<file path="src/rtl/shift_seq_monitor_pkg.sv">
// Shared types, default sizing and helpers for the shift-register sequence monitor.
package shift_mon_pkg;

  typedef enum logic [1:0] {
    IDLE  = 2'd0,
    LEARN = 2'd1,
    CHECK = 2'd2
  } state_t;

  localparam int DEF_WIDTH      = 4;
  localparam int DEF_MAX_PERIOD = 16;
  localparam int DEF_ERR_LIMIT  = 2;
  localparam int DEF_CNT_W      = 8;

  localparam int IDX_W = $clog2(DEF_MAX_PERIOD);
  localparam int PER_W = IDX_W + 1;

  // Increment that sticks at max_v instead of wrapping.
  function automatic int unsigned sat_inc(input int unsigned v, input int unsigned max_v);
    return (v >= max_v) ? max_v : v + 1;
  endfunction

endpackage

</file>
<file path="src/rtl/shift_seq_monitor_if.sv">
// Sample stream from the shift register plus the monitor's status outputs.
interface shift_mon_if
  import shift_mon_pkg::*;
#(
  parameter int WIDTH      = DEF_WIDTH,
  parameter int CNT_W      = DEF_CNT_W
);

  logic [WIDTH-1:0] q_in;
  logic             q_valid;
  logic             locked;
  logic [PER_W-1:0] period;
  logic [IDX_W-1:0] seq_idx;
  logic             mismatch;
  logic             overflow;
  logic [CNT_W-1:0] err_count;

  modport master (
    output q_in, q_valid,
    input  locked, period, seq_idx, mismatch, overflow, err_count
  );

  modport slave (
    input  q_in, q_valid,
    output locked, period, seq_idx, mismatch, overflow, err_count
  );

endinterface

</file>
<file path="src/rtl/shift_seq_monitor_seq_table.sv">
// Learned-sequence storage: one synchronous write port, one combinational read port.
module seq_table #(
  parameter int WIDTH = 4,
  parameter int DEPTH = 16
) (
  input  logic                     clk,
  input  logic                     we,
  input  logic [$clog2(DEPTH)-1:0] waddr,
  input  logic [WIDTH-1:0]         wdata,
  input  logic [$clog2(DEPTH)-1:0] raddr,
  output logic [WIDTH-1:0]         rdata
);

  logic [WIDTH-1:0] mem [DEPTH];

  always_ff @(posedge clk) begin
    if (we) begin
      mem[waddr] <= wdata;
    end
  end

  assign rdata = mem[raddr];

endmodule

</file>
<file path="src/rtl/shift_seq_monitor.sv">
// Learns the repeating pattern of a 4-bit shift register, then locks and checks each new sample.
module shift_seq_monitor
  import shift_mon_pkg::*;
#(
  parameter int WIDTH      = DEF_WIDTH,
  parameter int MAX_PERIOD = DEF_MAX_PERIOD,
  parameter int ERR_LIMIT  = DEF_ERR_LIMIT,
  parameter int CNT_W      = DEF_CNT_W
) (
  input  logic       clk,
  input  logic       CLR,
  shift_mon_if.slave mon
);

  localparam int          RUN_W   = $clog2(ERR_LIMIT + 1);
  localparam int unsigned CNT_MAX = (32'd1 << CNT_W) - 32'd1;

  state_t           state, state_n;
  logic [WIDTH-1:0] anchor, anchor_n;
  logic [PER_W-1:0] len, len_n;
  logic [RUN_W-1:0] run, run_n, run_inc;
  logic             locked_r, locked_n;
  logic [PER_W-1:0] period_r, period_n;
  logic [IDX_W-1:0] idx_r, idx_n, nxt_idx;
  logic             mm_r, mm_n;
  logic             ovf_r, ovf_n;
  logic [CNT_W-1:0] err_r, err_n;

  logic             we;
  logic [IDX_W-1:0] waddr;
  logic [WIDTH-1:0] wdata;
  logic [WIDTH-1:0] rdata;

  // Wrap by comparing against the learned period, avoiding a modulo.
  assign nxt_idx = (({1'b0, idx_r} + PER_W'(1)) == period_r) ? '0 : idx_r + IDX_W'(1);
  assign run_inc = run + RUN_W'(1);

  seq_table #(
    .WIDTH (WIDTH),
    .DEPTH (MAX_PERIOD)
  ) u_table (
    .clk   (clk),
    .we    (we & ~CLR),
    .waddr (waddr),
    .wdata (wdata),
    .raddr (nxt_idx),
    .rdata (rdata)
  );

  always_comb begin
    state_n  = state;
    anchor_n = anchor;
    len_n    = len;
    run_n    = run;
    locked_n = locked_r;
    period_n = period_r;
    idx_n    = idx_r;
    mm_n     = 1'b0;
    ovf_n    = ovf_r;
    err_n    = err_r;
    we       = 1'b0;
    waddr    = '0;
    wdata    = mon.q_in;

    if (mon.q_valid) begin
      case (state)
        IDLE: begin
          anchor_n = mon.q_in;
          we       = 1'b1;
          len_n    = PER_W'(1);
          state_n  = LEARN;
        end
        LEARN: begin
          if (mon.q_in == anchor) begin
            period_n = len;
            idx_n    = '0;
            locked_n = 1'b1;
            ovf_n    = 1'b0;
            run_n    = '0;
            state_n  = CHECK;
          end else if (len == PER_W'(MAX_PERIOD)) begin
            ovf_n    = 1'b1;
            anchor_n = mon.q_in;
            we       = 1'b1;
            len_n    = PER_W'(1);
          end else begin
            we    = 1'b1;
            waddr = len[IDX_W-1:0];
            len_n = len + PER_W'(1);
          end
        end
        CHECK: begin
          idx_n = nxt_idx;
          if (mon.q_in == rdata) begin
            run_n = '0;
          end else begin
            mm_n  = 1'b1;
            err_n = CNT_W'(sat_inc(int'(err_r), CNT_MAX));
            run_n = run_inc;
            // Too many back-to-back misses: treat this sample as the new anchor.
            if (run_inc == RUN_W'(ERR_LIMIT)) begin
              locked_n = 1'b0;
              period_n = '0;
              idx_n    = '0;
              run_n    = '0;
              anchor_n = mon.q_in;
              we       = 1'b1;
              len_n    = PER_W'(1);
              state_n  = LEARN;
            end
          end
        end
        default: state_n = IDLE;
      endcase
    end
  end

  always_ff @(posedge clk) begin
    if (CLR) begin
      state    <= IDLE;
      anchor   <= '0;
      len      <= '0;
      run      <= '0;
      locked_r <= 1'b0;
      period_r <= '0;
      idx_r    <= '0;
      mm_r     <= 1'b0;
      ovf_r    <= 1'b0;
      err_r    <= '0;
    end else begin
      state    <= state_n;
      anchor   <= anchor_n;
      len      <= len_n;
      run      <= run_n;
      locked_r <= locked_n;
      period_r <= period_n;
      idx_r    <= idx_n;
      mm_r     <= mm_n;
      ovf_r    <= ovf_n;
      err_r    <= err_n;
    end
  end

  assign mon.locked    = locked_r;
  assign mon.period    = period_r;
  assign mon.seq_idx   = idx_r;
  assign mon.mismatch  = mm_r;
  assign mon.overflow  = ovf_r;
  assign mon.err_count = err_r;

endmodule

</file>
<file path="src/flat_wrapper.sv">
// flat-port wrapper written by rule: the top's interface ports become plain ports
module shift_seq_monitor_flat import shift_mon_pkg::*;
#(
  parameter int WIDTH      = DEF_WIDTH,
  parameter int MAX_PERIOD = DEF_MAX_PERIOD,
  parameter int ERR_LIMIT  = DEF_ERR_LIMIT,
  parameter int CNT_W      = DEF_CNT_W
)
  (clk, CLR, mon_q_in, mon_q_valid, mon_locked, mon_period, mon_seq_idx, mon_mismatch, mon_overflow, mon_err_count);
  shift_mon_if #(.WIDTH(WIDTH), .CNT_W(CNT_W)) mon_i ();
  input  logic clk;
  input  logic CLR;
  input wire logic [$bits(mon_i.q_in)-1:0] mon_q_in;
  input wire logic [$bits(mon_i.q_valid)-1:0] mon_q_valid;
  output wire logic [$bits(mon_i.locked)-1:0] mon_locked;
  output wire logic [$bits(mon_i.period)-1:0] mon_period;
  output wire logic [$bits(mon_i.seq_idx)-1:0] mon_seq_idx;
  output wire logic [$bits(mon_i.mismatch)-1:0] mon_mismatch;
  output wire logic [$bits(mon_i.overflow)-1:0] mon_overflow;
  output wire logic [$bits(mon_i.err_count)-1:0] mon_err_count;
  assign mon_i.q_in = mon_q_in;
  assign mon_i.q_valid = mon_q_valid;
  assign mon_locked = mon_i.locked;
  assign mon_period = mon_i.period;
  assign mon_seq_idx = mon_i.seq_idx;
  assign mon_mismatch = mon_i.mismatch;
  assign mon_overflow = mon_i.overflow;
  assign mon_err_count = mon_i.err_count;
  shift_seq_monitor #(.WIDTH(WIDTH), .MAX_PERIOD(MAX_PERIOD), .ERR_LIMIT(ERR_LIMIT), .CNT_W(CNT_W)) u_core (.clk(clk), .CLR(CLR), .mon(mon_i));
endmodule
</file>
<file path="config.mk">
export PLATFORM = sky130hd
export DESIGN_NAME = shift_seq_monitor_flat
export DESIGN_NICKNAME = d
export VERILOG_FILES = /design/src/rtl/shift_seq_monitor_pkg.sv /design/src/rtl/shift_seq_monitor_if.sv /design/src/rtl/shift_seq_monitor_seq_table.sv /design/src/rtl/shift_seq_monitor.sv /design/src/flat_wrapper.sv
export SDC_FILE = /design/constraint.sdc
export NUM_CORES = 1
export LEC_CHECK = 0
export CORE_ASPECT_RATIO = 0.8
export CORE_MARGIN = 10
export CORE_UTILIZATION = 40
export CTS_CLUSTER_DIAMETER = 80
export DETAILED_ROUTE_END_ITERATION = 10
export GPL_ROUTABILITY_DRIVEN = 0
export HOLD_SLACK_MARGIN = 0.08
export PLACE_DENSITY = 0.6
export SYNTH_ARGS = -nofsm -noshare
export SYNTH_HDL_FRONTEND = slang
export SYNTH_SLANG_ARGS = --single-unit
</file>
<file path="constraint.sdc">
create_clock -name clk -period 6.26 [get_ports clk]
set_input_delay 1.252 -clock clk [delete_from_list [all_inputs] [get_ports clk]]
set_output_delay 1.252 -clock clk [all_outputs]
set_load 0.03 [all_outputs]
</file>
Yosys cells after proc, flatten, opt, wreduce, memory -nomap -nowiden
Memory sizes are Yosys's and may differ from the RTL's.
Index checks and enable logic that the tools add are counted.
Operators by class
  order comparisons: 1
  reduce and logical (&&, ||, !) cells: 12
  muxes and demuxes: 46
  add/sub/neg operators: 5
  equality and inequality tests: 12
  bitwise logic cells: 5
Operators with widths (count)
  4-bit two-way mux: 12
  5-bit two-way mux: 7
  5-bit case mux with 3 select lines: 1
  1-bit two-way mux: 12
  2-bit two-way mux: 6
  4-bit case mux with 3 select lines: 1
  5-bit case mux with 2 select lines: 1
  5-bit AND reduction: 2
  3-bit AND reduction: 3
  8-bit by 1-bit adder with 8-bit output (second input constant): 1
  4-bit equality test: 2
  8-bit >= comparator (second input constant): 1
  8-bit two-way mux: 1
  4-bit case mux with 2 select lines: 1
  2-bit by 1-bit != test with 1-bit output (second input constant): 3
  2-bit case mux with 3 select lines: 1
  6-bit AND reduction: 1
  4-bit by 1-bit adder with 5-bit output (second input constant): 1
  5-bit by 1-bit adder with 5-bit output (second input constant): 1
  5-bit equality test: 1
  5-bit equality test (second input constant): 1
  4-bit by 1-bit adder with 4-bit output (second input constant): 1
  2-bit equality test (second input constant): 2
  2-bit != test (second input constant): 2
  12 further kinds: 16
Word-level totals
  memory bits (writable): 64
  memories kept: 1
  input port bits: 7
  logic and storage cells: 92
  flip-flop bits (word level): 33
Memory list
  u_core.u_table.mem: depth 16, width 4, read ports 1, clocked after Yosys merged registers in 0, wr ports 1, RTL line shift_seq_monitor_seq_table.sv:14  | logic [WIDTH-1:0] mem [DEPTH];

Longest topological paths before layout
An unclocked memory read counts as a cell.
  depth after elaboration: 11
  mapped depth: 15

Modules after synthesis
A second synthesis with hierarchy kept.
Second synthesis, totals
  cells, all modules: 338
  area, all modules: 4460.5 um^2
Modules (own cells, without submodules)
  seq_table: instances 1, area each 2586.2 um^2, cells an instance 126
  shift_seq_monitor: instances 1, area each 1874.3 um^2, cells an instance 212

Worst setup path before layout
OpenSTA, ideal clock, no wires.
  path kind: register to register
  start: register u_core.idx_r[1] (netlist: u_core.mon.seq_idx[1])
  end: memory u_core.u_table.mem[0][0] (enable)
  setup slack: 2.758 ns
  stages on the path, launching flop included: 14
  buffers on the path: 2
  arrival time: 3.141 ns
  library setup time: 0.361 ns
  period minus slack after synthesis: 3.502 ns
  path through: dfxtp_1 -> ha_1 -> buf_2 -> xnor2_1 -> nand2_1 -> a2111oi_4 -> or2_1 -> buf_4 -> o221ai_1 -> a21boi_0 -> o2111a_1 -> a31oi_1 -> nor3_2 -> nor3_1
On the way
  cells in the longest elaborated chain, start to end: 11
  elaborated cells between the ends (all ways): 12
RTL lines
  from (decl): RTL line shift_seq_monitor.sv:24  | logic [IDX_W-1:0] idx_r, idx_n, nxt_idx;
  from (signal assigned): RTL line shift_seq_monitor.sv:137  | idx_r <= idx_n;
  4-bit by 1-bit adder with 5-bit output: RTL line shift_seq_monitor.sv:35  | assign nxt_idx = (({1'b0, idx_r} + PER_W'(1)) == period_r) ? '0 : idx_r + IDX_W'(1);
  5-bit equality test: RTL line shift_seq_monitor.sv:35
  4-bit two-way mux (*): RTL line shift_seq_monitor.sv:35
  memory 16 x 4 bit (*)
  4-bit equality test (*): RTL line shift_seq_monitor.sv:94  | if (mon.q_in == rdata) begin
  1-bit two-way mux (*): RTL line shift_seq_monitor.sv:94
  1-bit case mux with 3 select lines (*): RTL line shift_seq_monitor.sv:66  | case (state)
  1-bit two-way mux (*): RTL line shift_seq_monitor.sv:65  | if (mon.q_valid) begin
  1-bit bitwise AND (*): RTL line shift_seq_monitor.sv:43  | .we (we & ~CLR),
  1-bit two-way mux (*): RTL line shift_seq_monitor_seq_table.sv:17  | if (we) begin
  1-bit two-way mux (not written as such) (*): RTL line shift_seq_monitor_seq_table.sv:18  | mem[waddr] <= wdata;
  to (decl): RTL line shift_seq_monitor_seq_table.sv:14
Every way passes the cells marked *; elsewhere a longest branch is shown, timed or not.

Worst setup path in the final report
  start: register u_core.idx_r[1] (netlist: u_core.mon.seq_idx[1])
  end: memory u_core.u_table.mem[3][3] (enable)
The elaborated chain is that of the path after synthesis.

==> impl_metrics.env <==
export IMPL_grt_antenna_before_repair=0
export IMPL_ctsResizeCount=0
export IMPL_cts_htree_levels=3
export IMPL_cts_hold_fix_buffers=0
export IMPL_launching_element_of_the_worst_setup_path="u_core.mon.seq_idx[1]$_SDFFE_PP0P_"
export IMPL_reg2reg_setup_slack_ns=1.81
export IMPL_final_cell_count_no_fill=601
export IMPL_hold_viol_final=0
export IMPL_hpwl_um=8120
export IMPL_final_setup_viol_count=0
export IMPL_switching_power_mw=0.303
export IMPL_synth_seq_area_share_pct=55.8
export IMPL_required_ns=6.31
export IMPL_boundaryPins=27
export IMPL_worst_setup_hold_path_clk_slew_ns=0.07
export IMPL_floorplan_initialDensity_pct=40.5
export IMPL_timing_hold_worst_class="register to register"
export IMPL_dieArea_um2=16300
export IMPL_die_width_um=140
export IMPL_worst_ep_arrival_time_ns=4.51
export IMPL_dr_first_iter_drc_count=341
export IMPL_tritoncts_clock_tree="built"
export IMPL_cpLargestDelayFamily="compound AO/OA/AOI/OAI gates"
export IMPL_place_worst_setup_slack_ns=1.84
export IMPL_cp_max_fo=14
export IMPL_final_seq_area_um2=2580
export IMPL_status="finished clean"
export IMPL_power_leakage_nw=1.79
export IMPL_io_buffer_count=26
export IMPL_area_of_the_multi_input_gates_um2=1910
export IMPL_clock_sink_count=97
export IMPL_tot_pwr_mw=1.33
export IMPL_synthToLayoutAreaGrowth_pct=16.1
export IMPL_rsz0062_at_grt="no"
export IMPL_setup_worst_path_class="register to register"
export IMPL_synth_distinct_cells=63
export IMPL_placement_cell_area_um2=5040
export IMPL_setup_worst_path_start_class="register"
export IMPL_crit_path_capture_type="register"
export IMPL_power_share_sequential_pct=51.9
export IMPL_grt_max_degree=30
export IMPL_timing_max_slew_rel_slack_pct=28.7
export IMPL_coreArea_um2=11400
export IMPL_antennaDiodeCount=0
export IMPL_max_clock_path_buffers=2
export IMPL_gr_usage_all_layers_pct=13.8
export IMPL_num_vias=3468
export IMPL_drt_wl_total_um=11400
export IMPL_crit_end="u_core.u_table.mem[3][3]$_DFFE_PP_"
export IMPL_ys_async_sr_fraction_pct=0
export IMPL_grt_first_pass_wirelength_um=17800
export IMPL_cell_internal_pwr_mw=1.03
export IMPL_crit_path_top_delay_cell="a211oi_1"
export IMPL_worst_hold_slack_ns=0.449
export IMPL_first_global_vias=3160
export IMPL_critical_path_reg2reg_endpoint="u_core.u_table.mem[3][3]$_DFFE_PP_"
export IMPL_core_rowCount=35
export IMPL_fin_area_um2=5370
export IMPL_final_tns_setup_ns=0
export IMPL_vdd_ir_drop_max_mv=0.135
export IMPL_worstSkewPairLatency_ns=0.34
export IMPL_postSynthCellCount=420
export IMPL_post_drt_wl_per_cell_um=19.0
export IMPL_drv_max_cap_violation_count=0
export IMPL_finish_net_count=459
export IMPL_cts_made_buffers=9
export IMPL_synth_seq_cells=97
export IMPL_slew_at_the_pin_closest_to_its_max_slew_limit_ns=1.06
export IMPL_critical_path_cell_chain="ha_1 -> xnor2_1 -> nand2_1 -> a211oi_1 -> o21ai_0 -> a2bb2oi_1 -> o31ai_1 -> a21oi_1 -> nor3_2 -> nor3_1"
export IMPL_avgSynthCellArea_um2=11.0
export IMPL_fp_dieH_um=116
export IMPL_power_density_nw_per_um2=248
export IMPL_power_share_switching_pct=22.7
export IMPL_maxSlewViolCount=0
export IMPL_synth_edff_count=64
export IMPL_rr_startpoint="u_core.mon.seq_idx[1]$_SDFFE_PP0P_"
export IMPL_ant_nets=0
export IMPL_finalWorstPathRequiredPeriod_ns=4.45
export IMPL_num_fill_cells=1049
export IMPL_post_cts_repair_setup_buffers=0
export IMPL_utilization_pct=47.0
export IMPL_max_clock_freq_ghz=0.224
export IMPL_clock_share_of_power_pct=43.7
export IMPL_synthesis_yosys_warnings=0
export IMPL_timing_reg2reg_worst_path_depth=10
export IMPL_comb_power_share_pct=4.5
export IMPL_fin_ws_ns=1.81
export IMPL_routed_via_density=5.77
export IMPL_finClkSkew_ns=0.00769
export IMPL_worst_path_largest_cell_delay_ns=0.90
export IMPL_layout_worst_path_cycle_share_pct=71.2
export IMPL_synthFlopType="edfxtp_1"
export IMPL_cts_root_buf="clkbuf_16"
export IMPL_gr_total_overflow=0
export IMPL_drtPass1Iterations=5
export IMPL_post_route_cells_drive_above_1_share_pct=8.17
export IMPL_timing_critical_path_depth=10
export IMPL_critical_path_buf_inv_count=0
export IMPL_synth_net_count=431
export IMPL_syn_cell_area_um2=4620
export IMPL_drc=0
export IMPL_dp_cells=585
cell families after synthesis:
logic type | after synthesis | synth area share [%]
AO/OA/AOI/OAI | 117 | 17.9
flip-flops | 97 | 55.8
buffers and inverters | 31 | 2.87
adder cells (fa/ha/maj) | 4 | 1.08
multiplexers | 23 | 5.55
XOR/XNOR | 11 | 2.25
AND/OR/NAND/NOR | 137 | 14.5
sequential cells by signal, summed over array words and instances (netlist names):
name	flops
u_core.anchor	4
u_core.len	5
u_core.mon.err_count	8
u_core.mon.locked	1
u_core.mon.mismatch	1
u_core.mon.overflow	1
u_core.mon.period	5
u_core.mon.seq_idx	4
u_core.run	2
u_core.state	2
u_core.u_table.mem	64
metal layers:
layer | wire (µm) | global-route usage [%] | share of wire, %
met1 | 5460 | 19.6 | 48
met2 | 4970 | 20.3 | 44
met3 | 779 | 3.45 | 6.8
met4 | 175 | 3.57 | 1.5
met5 | 0 | 0 | 0
worst min path at each step:
stage	from	endpoint	slack [ns]	cells past startpoint
global route	u_core.run[1]$_SDFFE_PP0P_	u_core.run[1]$_SDFFE_PP0P_	0.46	2
detailed placement	u_core.run[1]$_SDFFE_PP0P_	u_core.run[1]$_SDFFE_PP0P_	0.44	2
CTS	u_core.run[1]$_SDFFE_PP0P_	u_core.run[1]$_SDFFE_PP0P_	0.45	2
floorplan	u_core.run[1]$_SDFFE_PP0P_	u_core.run[1]$_SDFFE_PP0P_	0.41	2
finish	u_core.run[1]$_SDFFE_PP0P_	u_core.run[1]$_SDFFE_PP0P_	0.45	2
global placement	u_core.run[1]$_SDFFE_PP0P_	u_core.run[1]$_SDFFE_PP0P_	0.42	2
Yosys cell counts, drive strengths merged, types with 7 or more instances:
master,number,area [µm²]
a21oi,23,115
and3,8,50.1
clkbuf,9,33.8
edfxtp,64,1920
nand2,33,124
nor3,11,60.1
inv,16,60.1
dfxtp,33,661
nand3,13,70.1
o21ai,31,163
a31oi,8,50.1
nor2,42,158
xor2,8,70.1
mux2i,20,200
nand2b,7,43.8
power by group through the flow:
stage	registers [mW]	clock network, mW	logic, mW
2_1_floorplan	0.704	0	0.0343
3_3_place_gp	0.705	0	0.0587
6_report	0.691	0.581	0.0595
3_5_place_dp	0.705	0	0.0593
4_1_cts	0.691	0.588	0.0594
5_1_grt	0.691	0.616	0.0654
final cells by class:
type | count | share of cell area [%]
Timing Repair Buffer | 32 | 5.69
Inverter | 16 | 1.12
Clock inverter | 7 | 1.86
Clock buffer | 9 | 4.20
Multi-Input combinational cell | 292 | 35.6
Tap cell | 148 | 3.45
Sequential cell | 97 | 48.1
worst register-to-register path, stage by stage, from the launching register on:
cell and delay [ns]:
dfxtp_1 0.35, ha_1 0.76, xnor2_1 0.19, nand2_1 0.16, a211oi_1 0.90, o21ai_0 0.29, a2bb2oi_1 0.19, o31ai_1 0.43
a21oi_1 0.14, nor3_2 0.49, nor3_1 0.25
cell usage in the layout, fill, tap and decap left out, drive strengths merged, types with 4 or more instances in the layout:
master	n
edfxtp	64
nor2	42
nand2	33
dfxtp	33
o21ai	31
clkdlybuf4s50	26
a21oi	23
mux2i	20
inv	19
nand3	13
nor3	11
clkbuf	9
xor2	8
and3	8
a31oi	8
nand2b	7
nor2b	6
a22oi	6
buf	6
nand3b	5
a211oi	5
nand4	4
o22ai	4
ha	4
o221ai	4
Note: power is estimated with default switching activity, not from simulation.
